### config.mk
export PLATFORM = sky130hd
export DESIGN_NAME = d8_load_wb
export DESIGN_NICKNAME = d
export VERILOG_FILES = /design/src/rtl/d8_pkg.sv /design/src/rtl/d8_wait_timer.sv /design/src/rtl/d8_load_wb.sv
export SDC_FILE = /design/constraint.sdc
export NUM_CORES = 1
export LEC_CHECK = 0
export ABC_AREA = 1
export BUFFER_PORTS_ARGS = -buffer_cell sky130_fd_sc_hd__buf_2
export CORE_AREA = 2 2 58 60
export CTS_CLUSTER_DIAMETER = 50
export DETAILED_ROUTE_END_ITERATION = 6
export DIE_AREA = 0 0 60 62
export HOLD_SLACK_MARGIN = 0.08
export PLACE_DENSITY_LB_ADDON = 0.12
export SYNTH_ARGS = -nofsm -noshare
export SYNTH_HDL_FRONTEND = slang
export SYNTH_SLANG_ARGS = --single-unit
### constraint.sdc
create_clock -name sys_clk -period 1.1 [get_ports sys_clk]
set_input_delay 0.11 -clock sys_clk [delete_from_list [all_inputs] [get_ports sys_clk]]
set_output_delay 0.11 -clock sys_clk [all_outputs]
set_load 0.005 [all_outputs]
### src/rtl/d8_pkg.sv
// Shared definitions for the d8 load/writeback slice: opcodes, FSM state
// type and default datapath width.
package d8_pkg;

    localparam int          D8_DW_DEFAULT = 8;
    localparam logic [7:0]  D8_OP_LOAD    = 8'h07;

    typedef enum logic {
        IDLE = 1'b0,
        WAIT = 1'b1
    } d8_load_state_t;

endpackage : d8_pkg

### src/rtl/d8_wait_timer.sv
// Wait-cycle counter for the load unit. Cleared while idle, advances once per
// enabled cycle, and flags done on the enabled cycle that reaches LIMIT.
module d8_wait_timer #(
    parameter int LIMIT = 16
) (
    input  logic clk,
    input  logic rst_n,
    input  logic clear,
    input  logic enable,
    output logic done
);
    logic [7:0] count_reg;

    // done fires on the LIMIT-th enabled cycle, so an ack in that same cycle
    // can still take priority in the caller.
    assign done = enable && (count_reg == 8'(LIMIT - 1));

    // Count enabled cycles since the last clear.
    always_ff @(posedge clk or negedge rst_n) begin
        if (!rst_n) begin
            count_reg <= '0;
        end else if (clear) begin
            count_reg <= '0;
        end else if (enable && !done) begin
            count_reg <= count_reg + 8'd1;
        end
    end

endmodule : d8_wait_timer

### src/rtl/d8_load_wb.sv
// d8 load/writeback unit. Non-load ops write B-operand data back one cycle
// after issue; loads run a req/ack handshake and write back the memory data.
// Optional feature macro: D8_LOAD_TIMEOUT_EN (abandons a load after
// TO_CYCLES unacknowledged wait cycles and pulses err).
module d8_load_wb
    import d8_pkg::*;
#(
    parameter int         DW        = D8_DW_DEFAULT,
    parameter int         NREG      = 4,
    parameter logic [7:0] OP_LOAD   = D8_OP_LOAD,
    parameter int         TO_CYCLES = 16,
    localparam int        RW        = (NREG > 1) ? $clog2(NREG) : 1
) (
    input  logic          sys_clk,
    input  logic          sys_rst_n,
    input  logic          issue,
    input  logic [7:0]    op,
    input  logic [DW-1:0] b_in,
    input  logic [RW-1:0] dst,
    output logic          mem_req,
    input  logic          mem_ack,
    input  logic [DW-1:0] mem_dout,
    output logic          busy,
    output logic          wb_valid,
    output logic [DW-1:0] wb_data,
    output logic [RW-1:0] wb_dst,
    output logic          err
);
    d8_load_state_t state_reg;
    logic [RW-1:0]  dst_latch_reg;
    logic           timeout;

    assign busy = (state_reg == WAIT);

`ifdef D8_LOAD_TIMEOUT_EN
    // Timer only counts WAIT cycles that saw no ack; it sits cleared in IDLE,
    // which also clears it on every entry to WAIT.
    d8_wait_timer #(
        .LIMIT (TO_CYCLES)
    ) u_wait_timer (
        .clk    (sys_clk),
        .rst_n  (sys_rst_n),
        .clear  (state_reg == IDLE),
        .enable ((state_reg == WAIT) && !mem_ack),
        .done   (timeout)
    );
`else
    assign timeout = 1'b0;
`endif

    // Load/writeback sequencer with registered outputs; strobes default low.
    always_ff @(posedge sys_clk or negedge sys_rst_n) begin
        if (!sys_rst_n) begin
            state_reg     <= IDLE;
            mem_req       <= 1'b0;
            wb_valid      <= 1'b0;
            wb_data       <= '0;
            wb_dst        <= '0;
            err           <= 1'b0;
            dst_latch_reg <= '0;
        end else begin
            wb_valid <= 1'b0;
            err      <= 1'b0;
            case (state_reg)
                IDLE: begin
                    // Acks arriving here (late or spurious) are ignored.
                    if (issue) begin
                        if (op == OP_LOAD) begin
                            dst_latch_reg <= dst;
                            mem_req       <= 1'b1;
                            state_reg     <= WAIT;
                        end else begin
                            wb_valid <= 1'b1;
                            wb_data  <= b_in;
                            wb_dst   <= dst;
                        end
                    end
                end
                WAIT: begin
                    // Issue is ignored here; an ack beats a same-cycle timeout.
                    if (mem_ack) begin
                        wb_valid  <= 1'b1;
                        wb_data   <= mem_dout;
                        wb_dst    <= dst_latch_reg;
                        mem_req   <= 1'b0;
                        state_reg <= IDLE;
                    end else if (timeout) begin
                        mem_req   <= 1'b0;
                        err       <= 1'b1;
                        state_reg <= IDLE;
                    end
                end
                default: begin
                    state_reg <= IDLE;
                    mem_req   <= 1'b0;
                end
            endcase
        end
    end

endmodule : d8_load_wb

## After elaboration in Yosys (flattened, before gate mapping)

Index checks and enable logic that the tools add are counted.

| word-level totals | value |
|---|---|
| register bits | 15 |
| bits of input ports | 30 |
| logic and storage cells | 35 |

| operators by class | value |
|---|---|
| eq/ne operators | 5 |
| mux-type cells | 20 |
| bitwise logic cells | 1 |
| reductions and logical operators | 3 |

Operators with widths:

| cell | number |
|---|---|
| 8-bit 2-to-1 mux | 3 |
| 8-bit case mux with 2 select lines | 1 |
| 1-bit 2-to-1 mux | 9 |
| 3-bit AND reduction | 3 |
| 8-bit by 3-bit equality test with 1-bit output, second input constant | 1 |
| 2-bit inequality test, second input constant | 4 |
| 2-bit 2-to-1 mux | 3 |
| 1-bit case mux with 2 select lines | 3 |
| 2-bit case mux with 2 select lines | 1 |
| 1-bit NOT | 1 |

## Depth between registers and ports, before layout

Gate-level depths: netlist of the first run.

| depth | value |
|---|---|
| depth after elaboration | 4 |
| depth in mapped cells | 9 |

## Least setup slack after synthesis of the first run

OpenSTA, ideal clock, no wires.

| path | value |
|---|---|
| kind | register to register |
| start point | register state_reg (netlist: busy) |
| end point | register wb_data[0] |
| data arrival time | 908 ps |
| data required time | 983 ps |
| slack | 75 ps |
| cell stages (with the launch flop) | 6 |
| path buffers | 1 |
| cell sequence | dfrtp_1 nor2_2 nand2_1 buf_4 nand3_1 nand2_1 |

| between the ends | value |
|---|---|
| cells in the longest elaborated chain, start to end | 3 |

RTL lines:

| item | RTL line | RTL |
|---|---|---|
| start: declaration | d8_load_wb.sv:29 | `d8_load_state_t state_reg;` |
| start signal: assignment | d8_load_wb.sv:54 | `state_reg <= IDLE;` |
| start signal: assignment | d8_load_wb.sv:71 | `state_reg <= WAIT;` |
| start signal: assignment | d8_load_wb.sv:86 | `state_reg <= IDLE;` |
| 1-bit NOT (no line) | n/a |  |
| 2-bit inequality test (no line) | n/a |  |
| 3-bit AND reduction (no line) | n/a |  |
| end signal: assignment | d8_load_wb.sv:74 | `wb_data <= b_in;` |
| end signal: assignment | d8_load_wb.sv:83 | `wb_data <= mem_dout;` |
| end: declaration | d8_load_wb.sv:25 | `output logic [DW-1:0] wb_data,` |

Parallel ways exist; a longest one is shown, timed or not.
A chain may end at the register's enable or synchronous reset.

## Worst setup path in the final report of the first run

| path | value |
|---|---|
| start point | register state_reg (netlist: busy) |
| end point | register wb_dst[0] |

| between the ends | value |
|---|---|
| cells in the longest elaborated chain, start to end | 3 |

RTL lines:

| item | RTL line | RTL |
|---|---|---|
| 1-bit NOT (no line) | n/a |  |
| 2-bit inequality test (no line) | n/a |  |
| 3-bit AND reduction (no line) | n/a |  |
| end signal: assignment | d8_load_wb.sv:75 | `wb_dst <= dst;` |
| end signal: assignment | d8_load_wb.sv:84 | `wb_dst <= dst_latch_reg;` |
| end: declaration | d8_load_wb.sv:26 | `output logic [RW-1:0] wb_dst,` |

Parallel ways exist; a longest one is shown, timed or not.

==> results.md, run 1 <==
* CTS Buf Count at 3
* Clk Latency, worst-skew pair at 0.28 ns
* Total gr overflow at 0
* FP Rows at 21
* Critical path required time at roughly 1.3 ns
* Worst reg-to-reg setup slack at 0.03 ns
* Initial Util at 0.2491
* Drt wl/cell at 10.32 um
* Worst Setup EP: wb_dst[0]
* Max cap viols at 0
* Clock tree sinks at 15
* Clock root buffer: clkbuf_4
* Source of the critical timing path: busy
* Flops & latches, synth at 15
* Router iterations before antenna repair at 4
* Clk_skew at 0.0008571 ns
* Total GRT Usage at 0.1165
* # IOs at between 40 and 50
* Hold_ws at approximately 0.095 ns
* Clock transition at the registers of the reported paths at 0.09 ns
* WP buf/inv at 2
* Worst R2R Path Depth at 6
* Initial antenna violation count at 0
* Largest family of logic cells by synthesized area: simple AND/OR/NAND/NOR gates
* PwrDens at roughly 1000 nW/um2
* Yosys cell types at 14
* CTS tree: built
* Achievable frequency at roughly 940 MHz
* Largest net degree at the start of global routing at 16
* Die height at 62 um
* Final setup fails at 0
* Sw power at 0.3063 mW
* Cell Area, Synth at slightly below 800 um2
* Slew Viols, Final at 0
* Area Overhead vs Synth at 46.29%
* DIE WIDTH at around 60 um
* Gate Count Post-Synth at 115
* Slowest-stage cell, CP: dfrtp_2
* Share of cells above drive strength 1 at 0.3576
* First-pass GRT wire length at 3.222 mm
* Critical Path Most Common Cell: nand2_1
* Vias in the first global route at 735
* CP Data Arrival Time at 1.25 ns
* Minimum clock period at 1.068 ns
* Unrepaired setup endpoints after global routing: yes
* Kind of end point of the critical path: register
* Top delay family on crit path: flip-flops
* Synth Area in Simple Gates at 0.4313
* R2R Path End: wb_dst[0]
* Compound-cell area share of the yosys netlist at 0.006319
* Sw Share at 0.2650
* Via density at 4.019
* Final hold viol count at 0
* Final GP Congestion at 0.7469
* Die ar. at 3720 um2
* Yosys warns at 0
* Clock power share at 0.273
* Post-route DRC at 0
* Reg-to-reg startpoint: busy
* Post-synthesis xor/xnor area fraction at 0
* Adder-cell share of the synthesized area at 0
* Max reg flops at 8
* # diodes at 0
* Int Pwr at 0.8497 mW
* Critical path peak fanout at 6
* DRT Wirelength at 2.177 mm
* Largest incremental delay on the critical path at 0.44 ns
* Worst min path class: input pin to register
* Register area share after synthesis at 0.4739
* Vias at 848
* Status: finished, final reports clean
* Iter 0 DRT Violations at 36
* Core region area at 3179 um2
* Port Buffers at 42
* CP Cell Sequence: buf_4 > clkinvlp_4 > nand2_1 > nand2_1 > nand2_1 > nand2_1
* Critical path class: register to register
* Antenna-violating nets left at 0
* Path length in cells of the critical path at 6
* Hold depth at 3
* Post-layout util at 0.3644
* Crit start category: register
* H-tree depth reported by CTS at 1
* Leak Pwr at 0.6837 nW
* HPWL after DPL at 1.574 mm
* Syn nets at between 100 and 150
* Total Nets Final at 196
* Period utilization at 0.9709
* Comb pwr share at 0.193
* Post-synthesis mux area share at 0
* Reg power frac at 0.534
* VDD IR-drop max at 286.8 uV
* Avg Cell Area, Syn at 6.887 um2
* Clock buffer depth at 2
* Setup TNS at 0 ns
cells in the mapped netlist (all sizes together):
| library cell | count | area, um2 |
|---|---|---|
| buf | 5 | 36.28 |
| clkbuf | 1 | 3.750 |
| conb | 1 | 3.750 |
| dfrtp | 15 | 375.4 |
| inv | 7 | 26.28 |
| nand2 | 67 | 251.5 |
| nand3 | 11 | 55.05 |
| nand4 | 2 | 12.51 |
| nor2 | 4 | 17.52 |
| nor3 | 1 | 5.000 |
| o21ai | 1 | 5.000 |
timing repair:
item                                    4_1_cts  5_1_grt
cloned                                        0        1
buffers inserted                              0        2
endpoints found under the setup margin       10       13
gates resized for setup                       1        9
hold buffers                                  2        0
pin swaps                                     0        4
endpoints found under the hold margin        16        0
metrics by stage:
step / std cells / instance area [um2] / setup slack [ns] / total power [mW]
after floorplan: 115 / 792.0 / 0.07489 / 0.7231
after global placement: 202 / 1057 / -0.008062 / 0.8403
after detailed placement: 202 / 1057 / -0.06805 / 0.8442
after CTS: 208 / 1106 / -0.005294 / 1.177
after global routing: 211 / 1159 / -0.06092 / 1.238
final: 211 / 1159 / 0.03201 / 1.156
worst min path at each step:
stage | start | to | slack, ns
2_1_floorplan | sys_rst_n | busy | -0.19
3_3_place_gp | sys_rst_n | wb_data[6] | 0.04
3_5_place_dp | sys_rst_n | wb_data[6] | 0.05
4_1_cts | dst[1] | dst_latch_reg[1] | 0.09
5_1_grt | dst[1] | dst_latch_reg[1] | 0.08
6_report | dst[1] | dst_latch_reg[1] | 0.1
power by group through the flow:
stage / logic (mW) / registers (mW) / clock network (mW)
floorplan: 0.0900 / 0.633 / 0
global placement: 0.211 / 0.629 / 0
detailed placement: 0.214 / 0.630 / 0
CTS: 0.221 / 0.619 / 0.337
global route: 0.260 / 0.624 / 0.354
finish: 0.223 / 0.618 / 0.315
placed cells by master, fill, tap and decap left out, types with 2 or more instances in the layout:
| master | netlist | final |
|---|---|---|
| nand4_1 | 2 | 2 |
| clkbuf_4 | 0 | 3 |
| dlygate4sd3_1 | 0 | 2 |
| buf_2 | 2 | 42 |
| inv_1 | 7 | 6 |
| nor2_1 | 3 | 3 |
| nand3_1 | 11 | 10 |
| nand2_1 | 67 | 65 |
| clkinvlp_4 | 0 | 2 |
| buf_4 | 2 | 5 |
| buf_6 | 1 | 2 |
| dfrtp_1 | 15 | 14 |
per-layer routing:
layer	global-route usage	routed length, um	vias to the layer above
li1	-	-	449
met1	0.1572	988	366
met2	0.1910	1084	33
met3	0.01242	104	0
met4	0.04762	0	0
met5	0	0	-
tightest hold or removal path, stage by stage:
cell and delay [ns]:
buf_2 0.11, nand4_1 0.08, nand2_1 0.05
cell type report:
cell class	count	area, um2
multi-input combinational	87	370.4
timing repair buffer	51	290.3
inverter	7	30.03
clock buffer	4	26.28
tap	46	57.56
sequential	15	376.6
timing repair inverter	1	7.507
fill	369	2021
cell families after synthesis:
family / after synthesis
AND/OR/NAND/NOR: 85
flip-flops: 15
buffers and inverters: 13
AO/OA/AOI/OAI: 1
other: 1
Note: power is estimated with default switching activity, not from simulation.
==> inputs of run 2 (changes only) <==
--- a/config.mk
+++ b/config.mk
@@ -6,11 +6,11 @@
 export NUM_CORES = 1
 export LEC_CHECK = 0
 export ABC_AREA = 1
-export BUFFER_PORTS_ARGS = -buffer_cell sky130_fd_sc_hd__buf_2
-export CORE_AREA = 2 2 58 60
+export BUFFER_PORTS_ARGS = -buffer_cell sky130_fd_sc_hd__clkbuf_2
+export CORE_AREA = 2 2 66 52
 export CTS_CLUSTER_DIAMETER = 50
 export DETAILED_ROUTE_END_ITERATION = 6
-export DIE_AREA = 0 0 60 62
+export DIE_AREA = 0 0 68 54
 export HOLD_SLACK_MARGIN = 0.08
 export PLACE_DENSITY_LB_ADDON = 0.12
 export SYNTH_ARGS = -nofsm -noshare
==> results.md, run 2 (synthesis gave the netlist of run 1 again) <==
* Max cap viols at 0 (unchanged)
* Initial Util at 0.2548 (+0.005716)
* R2R Path End: wb_data[7]
* Die ar. at 3672 um2 (-1.3%)
* Max reg flops at 8 (unchanged)
* Share of cells above drive strength 1 at 0.3787 (+0.02112)
* Leak Pwr at 0.7334 nW (+7.3%)
* Final GP Congestion at 0.7190 (-3.7%)
* Critical path required time at 0.99 ns (-0.29 ns)
* CP Cell Sequence: buf_6 > clkbuf_2
* Slowest-stage cell, CP: dfrtp_2
* PwrDens at 1062 nW/um2 (+6.4%)
* Vias in the first global route at 802 (+9.1%)
* Drt wl/cell at 9.636 um (-6.6%)
* Largest net degree at the start of global routing at 16 (unchanged)
* Vias at 852 (+0.47%)
* Period utilization at 0.9829 (+0.01198)
* Source of the critical timing path: busy
* Crit start category: register
* Total gr overflow at 0 (unchanged)
* Via density at 4.077 (+1.4%)
* Clock transition at the registers of the reported paths at 0.06 ns (-0.03 ns)
* Worst R2R Path Depth at 5 (-1)
* HPWL after DPL at 1.653 mm (+5.0%)
* Achievable frequency at 924.9 MHz (-1.2%)
* Initial antenna violation count at 0 (unchanged)
* Total power at 1.298 mW (+12%)
* Most frequent cells in the layout: nand2_1 (63), clkbuf_2 (42), dfrtp_1 (14)
* Reg-to-reg startpoint: busy
* Total GRT Usage at 0.1197 (+0.003244)
* Final Cell Area at 1222 um2 (+5.5%)
* Comb pwr share at 0.184 (-0.009)
* CP Data Arrival Time at 0.97 ns (-0.28 ns)
* Final setup fails at 0 (unchanged)
* Worst min path class: input pin to register
* Final hold viol count at 0 (unchanged)
* Kind of end point of the critical path: output port
* H-tree depth reported by CTS at 1 (unchanged)
* Port Buffers at 42 (unchanged)
* Clk_skew at 0.002705 ns (+0.001848 ns)
* Core region area at 3108 um2 (-2.2%)
* Post-route DRC at 0 (unchanged)
* CTS Buf Count at 3 (unchanged)
* Unrepaired setup endpoints after global routing: yes
* Slew Viols, Final at 0 (unchanged)
* Clock buffer depth at 2 (unchanged)
* Critical path class: register to output port
* Most common cell after layout, fill and taps aside: nand2_1
* Sw power at 0.3187 mW (+4.0%)
* Antenna-violating nets left at 0 (unchanged)
* Largest incremental delay on the critical path at 0.47 ns (+0.03 ns)
* Clock power share at 0.336 (+0.063)
* Iter 0 DRT Violations at 18 (-50%)
* DIE WIDTH at 68 um (+13%)
* # diodes at 0 (unchanged)
* CTS tree: built
* Status: finished, final reports clean
* Placement Cell Area at 1110 um2 (+5.0%)
* Total Nets Final at 200 (+2.0%)
* Worst Setup EP: busy
* Router iterations before antenna repair at 4 (unchanged)
* Worst reg-to-reg setup slack at 0.04 ns (about the same)
* Int Pwr at 0.9796 mW (+15%)
* Minimum clock period at 1.081 ns (+0.01318 ns)
* Sw Share at 0.2455 (-0.01952)
* Reg power frac at 0.480 (-0.054)
* Clock tree sinks at 15 (unchanged)
* VDD IR-drop max at 465.2 uV (+62%)
* First-pass GRT wire length at 3.243 mm (+0.65%)
* Die height at 54 um (-13%)
* Clk Latency, worst-skew pair at 0.24 ns (-0.04 ns)
* Fillers at 340 (-7.9%)
* # IOs at 44 (unchanged)
* Clock root buffer: clkbuf_8
* DRT Wirelength at 2.014 mm (-7.5%)
* Area Overhead vs Synth at 54.34%
* FP Rows at 18 (-14%)
* Critical path peak fanout at 6 (unchanged)
[run 2: changes by cell type in the layout (fill, tap and decap cells not counted)]
cell and change:
clkbuf_8 +3, buf_2 -42, clkbuf_4 -3, nand2_4 +2, clkinvlp_4 -2, buf_4 +2, clkbuf_2 +42, nand2_1 -2
inv_1 +1, buf_6 +3
[run 2: what timing repair did]
item	CTS	global route
endpoints found under the setup margin	1	14
pin swaps	0	3
hold endpoints to repair	16	0
gates resized for setup	0	15
hold buffers	2	0
gates cloned	0	0
buffers inserted	0	0
[run 2: routing by layer]
metal	vias up	share of wire	global-route usage
met3	2	0.067	0.03975
met1	365	0.43	0.1474
li1	457	-	-
met4	0	0.0099	0.02000
met2	28	0.50	0.2071
met5	-	0	0
[run 2: area by class of cell]
| class | count | area (um2) | share of cell area |
|---|---|---|---|
| clock buffer | 4 | 45.04 | 0.03685 |
| inverter | 7 | 26.28 | 0.02149 |
| multi-input combinational | 87 | 385.4 | 0.3153 |
| sequential | 15 | 376.6 | 0.3081 |
| tap | 40 | 50.05 | 0.04094 |
| timing repair buffer | 56 | 339.1 | 0.2774 |
[run 2: worst min path at each step]
stage	startpoint	to	slack [ns]	cells after the start
floorplan	sys_rst_n	busy	-0.19	0
global placement	sys_rst_n	mem_req	0.04	1
detailed placement	sys_rst_n	mem_req	0.05	1
CTS	dst[1]	dst_latch_reg[1]	0.12	3
global route	dst[0]	dst_latch_reg[0]	0.13	3
finish	dst[1]	dst_latch_reg[1]	0.13	3
[run 2: through the flow]
step                      setup WS (ns)  setup TNS [ns]  hold slack, ns  std cells    util
final                           0.01883               0          0.1291        209  0.3933
after global routing           -0.02287         -0.1412          0.1307        209  0.3933
after CTS                      0.001156               0          0.1238        209  0.3756
after detailed placement        0.04449               0         0.05142        204  0.3571
after global placement          0.06426               0         0.04292        204  0.3571
after floorplan                 0.07489               0         -0.1856        115       -
[run 2: critical path, delay by kind of cell (launching register included)]
| kind | cells | cell delay, ns |
|---|---|---|
| DFF | 1 | 0.47 |
| buffers and inverters | 2 | 0.25 |
[run 2: power by group through the flow]
stage | Combinational [mW] | Sequential [mW] | Clock, mW
after floorplan | 0.0900 | 0.633 | 0
after global placement | 0.221 | 0.632 | 0
after detailed placement | 0.223 | 0.633 | 0
after CTS | 0.230 | 0.623 | 0.452
after global routing | 0.279 | 0.630 | 0.469
final | 0.239 | 0.623 | 0.436
